===== src/rtl/hazard_sequencer_if.sv =====
// Pipeline-side bundle of the hazard sequencer: stage register fields in,
// per-stage write/flush/hold controls and forwarding selects out.
interface hazard_sequencer_if;
  logic [4:0] id_rs;
  logic [4:0] id_rt;
  logic       id_uses_rt;
  logic [4:0] ex_rs;
  logic [4:0] ex_rt;
  logic       ex_memread;
  logic [4:0] ex_dest;
  logic       ex_regwrite;
  logic [4:0] mem_dest;
  logic       mem_regwrite;
  logic [4:0] wb_dest;
  logic       wb_regwrite;
  logic       mem_pcsrc;
  logic       dmem_req;
  logic       dmem_ready;
  logic       halt_req;
  logic       pc_write;
  logic       if_id_write;
  logic       if_id_flush;
  logic       id_ex_flush;
  logic       ex_mem_flush;
  logic       pipe_hold;
  logic [1:0] forward_a;
  logic [1:0] forward_b;

  modport master (
    output id_rs, id_rt, id_uses_rt, ex_rs, ex_rt, ex_memread,
    output ex_dest, ex_regwrite, mem_dest, mem_regwrite,
    output wb_dest, wb_regwrite, mem_pcsrc, dmem_req, dmem_ready,
    output halt_req,
    input  pc_write, if_id_write, if_id_flush, id_ex_flush,
    input  ex_mem_flush, pipe_hold, forward_a, forward_b
  );

  modport slave (
    input  id_rs, id_rt, id_uses_rt, ex_rs, ex_rt, ex_memread,
    input  ex_dest, ex_regwrite, mem_dest, mem_regwrite,
    input  wb_dest, wb_regwrite, mem_pcsrc, dmem_req, dmem_ready,
    input  halt_req,
    output pc_write, if_id_write, if_id_flush, id_ex_flush,
    output ex_mem_flush, pipe_hold, forward_a, forward_b
  );
endinterface


===== src/rtl/hazard_sequencer.sv =====
// Five-stage hazard/sequencing controller with drain-and-halt.
// HAZARD_FORWARD_EN adds the EX forwarding unit; otherwise RAW hazards stall.
module hazard_sequencer #(
  parameter int MEM_TIMEOUT = 15,
  parameter int STALL_CNT_W = 16
) (
  input  logic                   clk,
  input  logic                   rst_n,
  hazard_sequencer_if.slave      pipe,
  output logic                   halted,
  output logic                   error,
  output logic [2:0]             state,
  output logic [STALL_CNT_W-1:0] stall_count
);
  localparam int WAIT_W = $clog2(MEM_TIMEOUT + 1);

  typedef enum logic [2:0] {
    RUN      = 3'd0,
    MEM_WAIT = 3'd1,
    DRAIN    = 3'd2,
    HALTED   = 3'd3,
    ERROR    = 3'd4
  } state_t;

  state_t            cur, nxt;
  logic [WAIT_W-1:0] wait_cnt, wait_nxt;
  logic [1:0]        drain_cnt, drain_nxt;
  logic              mem_stall, load_use, hazard;
  logic              pc_w, ifid_w, ifid_f, idex_f, exmem_f, hold;
  logic [1:0]        fwd_a, fwd_b;

  function automatic logic hits(
    input logic [4:0] dst,
    input logic       we,
    input logic [4:0] rs,
    input logic [4:0] rt,
    input logic       uses_rt
  );
    return we && dst != 5'd0 &&
           (dst == rs || (uses_rt && dst == rt));
  endfunction

  function automatic logic [1:0] fwd_sel(
    input logic [4:0] src,
    input logic [4:0] mdst,
    input logic       mwe,
    input logic [4:0] wdst,
    input logic       wwe
  );
    if (src == 5'd0)              return 2'b00;
    if (mwe && mdst == src)       return 2'b10;
    if (wwe && wdst == src)       return 2'b01;
    return 2'b00;
  endfunction

  assign mem_stall = pipe.dmem_req && !pipe.dmem_ready;
  assign load_use  = hits(pipe.ex_rt, pipe.ex_memread,
                          pipe.id_rs, pipe.id_rt, pipe.id_uses_rt);

`ifdef HAZARD_FORWARD_EN
  assign hazard = load_use;
  assign fwd_a  = fwd_sel(pipe.ex_rs, pipe.mem_dest, pipe.mem_regwrite,
                          pipe.wb_dest, pipe.wb_regwrite);
  assign fwd_b  = fwd_sel(pipe.ex_rt, pipe.mem_dest, pipe.mem_regwrite,
                          pipe.wb_dest, pipe.wb_regwrite);
`else
  // Without forwarding any in-flight writer of a decode source must stall.
  assign hazard = load_use ||
    hits(pipe.ex_dest, pipe.ex_regwrite,
         pipe.id_rs, pipe.id_rt, pipe.id_uses_rt) ||
    hits(pipe.mem_dest, pipe.mem_regwrite,
         pipe.id_rs, pipe.id_rt, pipe.id_uses_rt) ||
    hits(pipe.wb_dest, pipe.wb_regwrite,
         pipe.id_rs, pipe.id_rt, pipe.id_uses_rt);
  assign fwd_a  = 2'b00;
  assign fwd_b  = 2'b00;
`endif

  always_ff @(posedge clk or negedge rst_n) begin
    if (!rst_n) begin
      cur       <= RUN;
      wait_cnt  <= '0;
      drain_cnt <= '0;
    end else begin
      cur       <= nxt;
      wait_cnt  <= wait_nxt;
      drain_cnt <= drain_nxt;
    end
  end

  always_comb begin
    nxt       = cur;
    wait_nxt  = wait_cnt;
    drain_nxt = drain_cnt;
    pc_w      = 1'b0;
    ifid_w    = 1'b0;
    ifid_f    = 1'b0;
    idex_f    = 1'b0;
    exmem_f   = 1'b0;
    hold      = 1'b0;
    unique case (cur)
      RUN: begin
        wait_nxt = '0;
        if (mem_stall) begin
          hold     = 1'b1;
          wait_nxt = WAIT_W'(1);
          nxt      = MEM_WAIT;
        end else if (pipe.mem_pcsrc) begin
          pc_w    = 1'b1;
          ifid_w  = 1'b1;
          ifid_f  = 1'b1;
          idex_f  = 1'b1;
          exmem_f = 1'b1;
        end else if (pipe.halt_req) begin
          ifid_w    = 1'b1;
          ifid_f    = 1'b1;
          drain_nxt = 2'd3;
          nxt       = DRAIN;
        end else if (hazard) begin
          idex_f = 1'b1;
        end else begin
          pc_w   = 1'b1;
          ifid_w = 1'b1;
        end
      end
      MEM_WAIT: begin
        if (pipe.dmem_ready) begin
          pc_w     = 1'b1;
          ifid_w   = 1'b1;
          wait_nxt = '0;
          nxt      = RUN;
        end else begin
          hold = 1'b1;
          if (wait_cnt >= WAIT_W'(MEM_TIMEOUT - 1))
            nxt = ERROR;
          else
            wait_nxt = wait_cnt + WAIT_W'(1);
        end
      end
      DRAIN: begin
        ifid_f = 1'b1;
        if (mem_stall) begin
          hold = 1'b1;
        end else begin
          ifid_w = 1'b1;
          // A late branch still steers the PC so we halt on its target.
          if (pipe.mem_pcsrc) begin
            pc_w    = 1'b1;
            idex_f  = 1'b1;
            exmem_f = 1'b1;
          end
          if (drain_cnt == 2'd0)
            nxt = HALTED;
          else
            drain_nxt = drain_cnt - 2'd1;
        end
      end
      HALTED: begin
        ifid_f = 1'b1;
        if (!pipe.halt_req)
          nxt = RUN;
      end
      ERROR: begin
        hold = 1'b1;
      end
      default: begin
        nxt = ERROR;
      end
    endcase
  end

  always_ff @(posedge clk or negedge rst_n) begin
    if (!rst_n)
      stall_count <= '0;
    else if (!pc_w && (cur == RUN || cur == MEM_WAIT || cur == DRAIN)
             && stall_count != '1)
      stall_count <= stall_count + STALL_CNT_W'(1);
  end

  assign pipe.pc_write     = rst_n & pc_w;
  assign pipe.if_id_write  = rst_n & ifid_w;
  assign pipe.if_id_flush  = !rst_n | ifid_f;
  assign pipe.id_ex_flush  = !rst_n | idex_f;
  assign pipe.ex_mem_flush = !rst_n | exmem_f;
  assign pipe.pipe_hold    = rst_n & hold;
  assign pipe.forward_a    = rst_n ? fwd_a : 2'b00;
  assign pipe.forward_b    = rst_n ? fwd_b : 2'b00;

  assign state  = cur;
  assign halted = (cur == HALTED);
  assign error  = (cur == ERROR);
endmodule


===== src/flat_wrapper.sv =====
// flat-port wrapper written by rule: the top's interface ports become plain ports
module hazard_sequencer_flat 
#(
  parameter int MEM_TIMEOUT = 15,
  parameter int STALL_CNT_W = 16
)
  (clk, rst_n, halted, error, state, stall_count, pipe_id_rs, pipe_id_rt, pipe_id_uses_rt, pipe_ex_rs, pipe_ex_rt, pipe_ex_memread, pipe_ex_dest, pipe_ex_regwrite, pipe_mem_dest, pipe_mem_regwrite, pipe_wb_dest, pipe_wb_regwrite, pipe_mem_pcsrc, pipe_dmem_req, pipe_dmem_ready, pipe_halt_req, pipe_pc_write, pipe_if_id_write, pipe_if_id_flush, pipe_id_ex_flush, pipe_ex_mem_flush, pipe_pipe_hold, pipe_forward_a, pipe_forward_b);
  hazard_sequencer_if pipe_i ();
  input  logic clk;
  input  logic rst_n;
  output logic halted;
  output logic error;
  output logic [2:0] state;
  output logic [STALL_CNT_W-1:0] stall_count;
  input wire logic [$bits(pipe_i.id_rs)-1:0] pipe_id_rs;
  input wire logic [$bits(pipe_i.id_rt)-1:0] pipe_id_rt;
  input wire logic [$bits(pipe_i.id_uses_rt)-1:0] pipe_id_uses_rt;
  input wire logic [$bits(pipe_i.ex_rs)-1:0] pipe_ex_rs;
  input wire logic [$bits(pipe_i.ex_rt)-1:0] pipe_ex_rt;
  input wire logic [$bits(pipe_i.ex_memread)-1:0] pipe_ex_memread;
  input wire logic [$bits(pipe_i.ex_dest)-1:0] pipe_ex_dest;
  input wire logic [$bits(pipe_i.ex_regwrite)-1:0] pipe_ex_regwrite;
  input wire logic [$bits(pipe_i.mem_dest)-1:0] pipe_mem_dest;
  input wire logic [$bits(pipe_i.mem_regwrite)-1:0] pipe_mem_regwrite;
  input wire logic [$bits(pipe_i.wb_dest)-1:0] pipe_wb_dest;
  input wire logic [$bits(pipe_i.wb_regwrite)-1:0] pipe_wb_regwrite;
  input wire logic [$bits(pipe_i.mem_pcsrc)-1:0] pipe_mem_pcsrc;
  input wire logic [$bits(pipe_i.dmem_req)-1:0] pipe_dmem_req;
  input wire logic [$bits(pipe_i.dmem_ready)-1:0] pipe_dmem_ready;
  input wire logic [$bits(pipe_i.halt_req)-1:0] pipe_halt_req;
  output wire logic [$bits(pipe_i.pc_write)-1:0] pipe_pc_write;
  output wire logic [$bits(pipe_i.if_id_write)-1:0] pipe_if_id_write;
  output wire logic [$bits(pipe_i.if_id_flush)-1:0] pipe_if_id_flush;
  output wire logic [$bits(pipe_i.id_ex_flush)-1:0] pipe_id_ex_flush;
  output wire logic [$bits(pipe_i.ex_mem_flush)-1:0] pipe_ex_mem_flush;
  output wire logic [$bits(pipe_i.pipe_hold)-1:0] pipe_pipe_hold;
  output wire logic [$bits(pipe_i.forward_a)-1:0] pipe_forward_a;
  output wire logic [$bits(pipe_i.forward_b)-1:0] pipe_forward_b;
  assign pipe_i.id_rs = pipe_id_rs;
  assign pipe_i.id_rt = pipe_id_rt;
  assign pipe_i.id_uses_rt = pipe_id_uses_rt;
  assign pipe_i.ex_rs = pipe_ex_rs;
  assign pipe_i.ex_rt = pipe_ex_rt;
  assign pipe_i.ex_memread = pipe_ex_memread;
  assign pipe_i.ex_dest = pipe_ex_dest;
  assign pipe_i.ex_regwrite = pipe_ex_regwrite;
  assign pipe_i.mem_dest = pipe_mem_dest;
  assign pipe_i.mem_regwrite = pipe_mem_regwrite;
  assign pipe_i.wb_dest = pipe_wb_dest;
  assign pipe_i.wb_regwrite = pipe_wb_regwrite;
  assign pipe_i.mem_pcsrc = pipe_mem_pcsrc;
  assign pipe_i.dmem_req = pipe_dmem_req;
  assign pipe_i.dmem_ready = pipe_dmem_ready;
  assign pipe_i.halt_req = pipe_halt_req;
  assign pipe_pc_write = pipe_i.pc_write;
  assign pipe_if_id_write = pipe_i.if_id_write;
  assign pipe_if_id_flush = pipe_i.if_id_flush;
  assign pipe_id_ex_flush = pipe_i.id_ex_flush;
  assign pipe_ex_mem_flush = pipe_i.ex_mem_flush;
  assign pipe_pipe_hold = pipe_i.pipe_hold;
  assign pipe_forward_a = pipe_i.forward_a;
  assign pipe_forward_b = pipe_i.forward_b;
  hazard_sequencer #(.MEM_TIMEOUT(MEM_TIMEOUT), .STALL_CNT_W(STALL_CNT_W)) u_core (.clk(clk), .rst_n(rst_n), .pipe(pipe_i), .halted(halted), .error(error), .state(state), .stall_count(stall_count));
endmodule

===== config.mk =====
export PLATFORM = sky130hd
export DESIGN_NAME = hazard_sequencer_flat
export DESIGN_NICKNAME = d
export VERILOG_FILES = /design/src/rtl/hazard_sequencer_if.sv /design/src/rtl/hazard_sequencer.sv /design/src/flat_wrapper.sv
export SDC_FILE = /design/constraint.sdc
export NUM_CORES = 1
export LEC_CHECK = 0
export ABC_AREA = 1
export CAP_MARGIN = 20
export CORE_ASPECT_RATIO = 1.75
export CORE_MARGIN = 8
export CORE_UTILIZATION = 45
export DETAILED_ROUTE_END_ITERATION = 7
export PLACE_DENSITY = 0.78
export SLEW_MARGIN = 10
export SYNTH_ARGS = -nofsm -noshare
export SYNTH_HDL_FRONTEND = slang
export SYNTH_SLANG_ARGS = --single-unit
export TNS_END_PERCENT = 10

===== constraint.sdc =====
create_clock -name clk -period 4.53 [get_ports clk]
set_clock_uncertainty 0.2 [all_clocks]
set_input_delay 0.906 -clock clk [delete_from_list [all_inputs] [get_ports clk]]
set_output_delay 0.906 -clock clk [all_outputs]
set_load 0.02 [all_outputs]

==> impl_metrics.sql <==
INSERT INTO impl_metrics (metric_group, metric, value, unit) VALUES
('status', 'outcome', 'finished clean', ''),
('clock_network', 'cts_made_buffers', '3', ''),
('job', 'cap_violations', '0', ''),
('placed_design', 'gpl.final_weighted_congestion', '0.952', ''),
('critical_path', 'critical_path.startpoint', 'pipe_id_rt[1]', ''),
('placed_design', 'dp.final_hpwl', '6050', 'µm'),
('global_route', 'via_count_of_the_first_global_routing_pass', '2951', ''),
('finish', 'final_design_area_no_fill', '3210', 'µm²'),
('critical_path', 'setup.reg_to_reg.worst_slack', '1.84', 'ns'),
('clock_network', 'clock_sink_total', '25', ''),
('global_route', 'grt_max_degree', '21', ''),
('critical_path', 'slowest_stage', 'clkdlybuf4s50_1', ''),
('drt', 'detailroute.via_count', '2845', ''),
('synthesis', 'postSynth.topFlopCell', 'dfrtp_1', ''),
('synthesis', 'yosysSeqAreaShare', '25.5', '%'),
('critical_path', 'timing.rr.end', 'u_core.stall_count[10]', ''),
('synthesis', 'synth-seq-cells', '25', ''),
('synthesis', 'syn_inst', '416', ''),
('timing', 'fin_crit', '4.26', 'ns'),
('global_route', 'grt.overflow.total', '0', ''),
('critical_path', 'slowest_delay', '0.63', 'ns'),
('critical_path', 'setup.worst_path.start_class', 'primary input', ''),
('clock_network', 'clock_latency', '0.27', 'ns'),
('power', 'leakage', '1.68', 'nW'),
('timing', 'ratio_of_final_minimum_period_to_clock_period', '94.1', '%'),
('critical_path', 'timing.setup.critical_path_class', 'in -> out', ''),
('timing', 'hold_violations', '0', ''),
('timing', 'timing.hold.ws', '0.337', 'ns'),
('critical_path', 'timing.critical_path.cells', 'clkdlybuf4s50_1, inv_1, o21ai_0, nor2_1, nand3_1, nand2_1, nand2_1, nand2_1, nor2_1, o21ai_0, a31oi_1, clkdlybuf4s50_1', ''),
('synthesis', 'synth_cell_type_count', '34', ''),
('critical_path', 'cp.required', '3.42', 'ns'),
('critical_path', 'crit_end', 'pipe_if_id_write', ''),
('worst_hold_path', 'min_path_type', 'reg -> reg', ''),
('die', 'placement_rows', '35', ''),
('drt', 'drc_errors', '0', ''),
('critical_path', 'crit_top_cell', 'nand2_1', ''),
('critical_path', 'rr_worst_depth', '8', ''),
('timing', 'total_neg_setup_slack', '0', 'ns'),
('critical_path', 'worstPathArrival', '3.16', 'ns'),
('critical_path', 'cp_max_fo', '6', ''),
('critical_path', 'rr_startpoint', 'u_core.stall_count[0]', ''),
('drt', 'detail_route.wl_per_cell', '13.5', 'µm'),
('clock_network', 'hold_buffers', '0', ''),
('synthesis', 'asyncSetResetFlopFracSynth', '100', '%'),
('critical_path', 'endpoint_kind', 'primary output', ''),
('timing', 'setup_viol', '0', ''),
('finish', 'antenna_cells', '0', ''),
('die', 'core', '5260', 'µm²'),
('power', 'power.density', '188', 'nW/µm²'),
('drt', 'drt-total-wl', '7250', 'µm'),
('drt', 'drtIter0Drc', '175', ''),
('timing', 'final-max-slew-violation-count', '0', ''),
('die', 'starting_density_of_the_core', '46.7', '%'),
('clock_network', 'ctsResizeCount', '0', ''),
('power', 'max-vdd-ir-drop', '0.0947', 'mV'),
('clock_network', 'cts_htree_levels', '1', ''),
('placed_design', 'placement.cell_area', '3160', 'µm²'),
('global_route', 'first_pass_grt_wire_length', '12500', 'µm'),
('die', 'die_h', '114', 'µm'),
('die', 'boundaryPins', '77', ''),
('synthesis', 'syn_area', '2460', 'µm²'),
('clock_network', 'path_clk_slew', '0.09', 'ns'),
('global_route', 'gr-usage-all-layers', '18.5', '%'),
('placed_design', 'port_buffers', '67', ''),
('clock_network', 'cts_tree', 'built', ''),
('clock_network', 'clock_path_buffers', '2', ''),
('finish', 'finalNetCount', '535', ''),
('drt', 'post_drt_via_cell_ratio', '5.28', ''),
('synthesis', 'synth-edff-count', '0', ''),
('timing', 'fmaxAchievable', '235', 'MHz'),
('global_route', 'antenna_violations_before_repair', '0', ''),
('timing', 'tightestPinTransition', '0.665', 'ns'),
('die', 'dieArea', '8170', 'µm²'),
('finish', 'syn_to_layout_area_delta', '30.6', '%'),
('finish', 'layout_cell_share_with_drive_strength_beyond_1', '2.27', '%'),
('die', 'floorplan.die.width', '71.8', 'µm'),
('synthesis', 'synth.avg_cell_area', '5.90', 'µm²'),
('clock_network', 'post_cts_buffers', '0', ''),
('drt', 'firstDrtPassIters', '4', ''),
('timing', 'relSlewSlack', '55.6', '%'),
('timing', 'grt_setup_unrepaired', 'no', ''),
('clock_network', 'root_buffer', 'clkbuf_8', ''),
('synthesis', 'synth.yosys.warnings', '0', ''),
('drt', 'antenna_violating_nets_left', '0', '');
==> sequential cells by signal (all words and copies together) (netlist names) <==
register	count
u_core.stall_count	16
u_core.wait_cnt	4
u_core.drain_cnt	2
u_core.state	3
==> routing by layer <==
metal,vias to the layer above,global-route usage (%),share of wire [%]
li1,1437,-,-
met1,1267,17.1,36
met2,115,35.8,54
met3,26,2.11,4.9
met4,0,12.8,4.7
met5,-,0,0
==> metrics by stage <==
step	std cells	setup slack [ns]	util, %	power (mW)
after floorplan	419	1.24	-	0.362
after global placement	535	0.272	60.2	0.468
after detailed placement	535	0.279	60.2	0.471
after CTS	539	0.275	61.0	0.606
after global routing	539	0.00939	61.0	0.639
final	539	0.267	61.0	0.602
==> synthesized netlist by cell type, types with 3 or more instances <==
library cell / number / area share [%]
nand2_1: 157 / 24
nand3_1: 19 / 3.9
nor2_1: 46 / 7.0
nand4_1: 20 / 5.1
nor3_1: 9 / 1.8
a31oi_1: 3 / 0.76
xor2_1: 11 / 3.9
inv_1: 65 / 9.9
o21ai_0: 17 / 3.5
buf_4: 4 / 1.2
xnor2_1: 9 / 3.2
a21oi_1: 5 / 1.0
dfrtp_1: 25 / 25
ha_1: 4 / 2.0
==> how the worst min path moves through the flow <==
stage	start	to	slack [ns]	depth (start not counted)
global route	u_core.wait_cnt[3]	u_core.wait_cnt[3]	0.38	2
floorplan	u_core.wait_cnt[3]	u_core.wait_cnt[3]	0.27	2
global placement	u_core.wait_cnt[3]	u_core.wait_cnt[3]	0.29	2
detailed placement	u_core.wait_cnt[3]	u_core.wait_cnt[3]	0.31	2
CTS	u_core.wait_cnt[3]	u_core.wait_cnt[3]	0.34	2
finish	u_core.wait_cnt[3]	u_core.wait_cnt[3]	0.34	2
==> kinds of logic after synthesis <==
kind of cell    share of synthesized area, %
simple gates                            44.2
buf+inv                                 13.0
compound gates                          8.05
flops                                   25.5
xor+xnor                                7.13
fa+ha+maj                               2.04
other cells                            0.153
==> final cells by class <==
class                           count  area [µm²]
Clock buffer                        4        45.0
Fill cell                         514        2050
Inverter                           65         244
Multi-Input combinational cell    319        1520
Sequential cell                    25         626
Tap cell                           55        68.8
Timing Repair Buffer               71         701
==> worst max-delay path, delay by kind of cell <==
| kind | cells | cell delay [ns] |
|---|---|---|
| compound gates | 3 | 0.51 |
| simple gates | 6 | 0.46 |
| buf+inv | 3 | 1.26 |
==> power by group <==
| part | internal (mW) | switching, mW |
|---|---|---|
| logic | 0.0991 | 0.123 |
| registers | 0.232 | 0.0122 |
| clock network | 0.0630 | 0.0721 |
==> cell usage in the layout, fill, tap and decap left out, drive strengths merged, types with 2 or more instances in the layout <==
cell type / netlist / routed
a31oi: 3 / 3
clkbuf: 2 / 4
dfrtp: 25 / 25
nand3: 19 / 19
a21oi: 6 / 6
ha: 4 / 4
inv: 65 / 65
clkdlybuf4s50: 0 / 67
buf: 8 / 4
xnor2: 9 / 9
nand2: 157 / 157
nand4: 21 / 21
o21ai: 18 / 18
nor3: 10 / 10
o31ai: 2 / 2
nor2: 47 / 47
conb: 1 / 4
xor2: 11 / 11
Note: power is estimated with default switching activity, not from simulation.
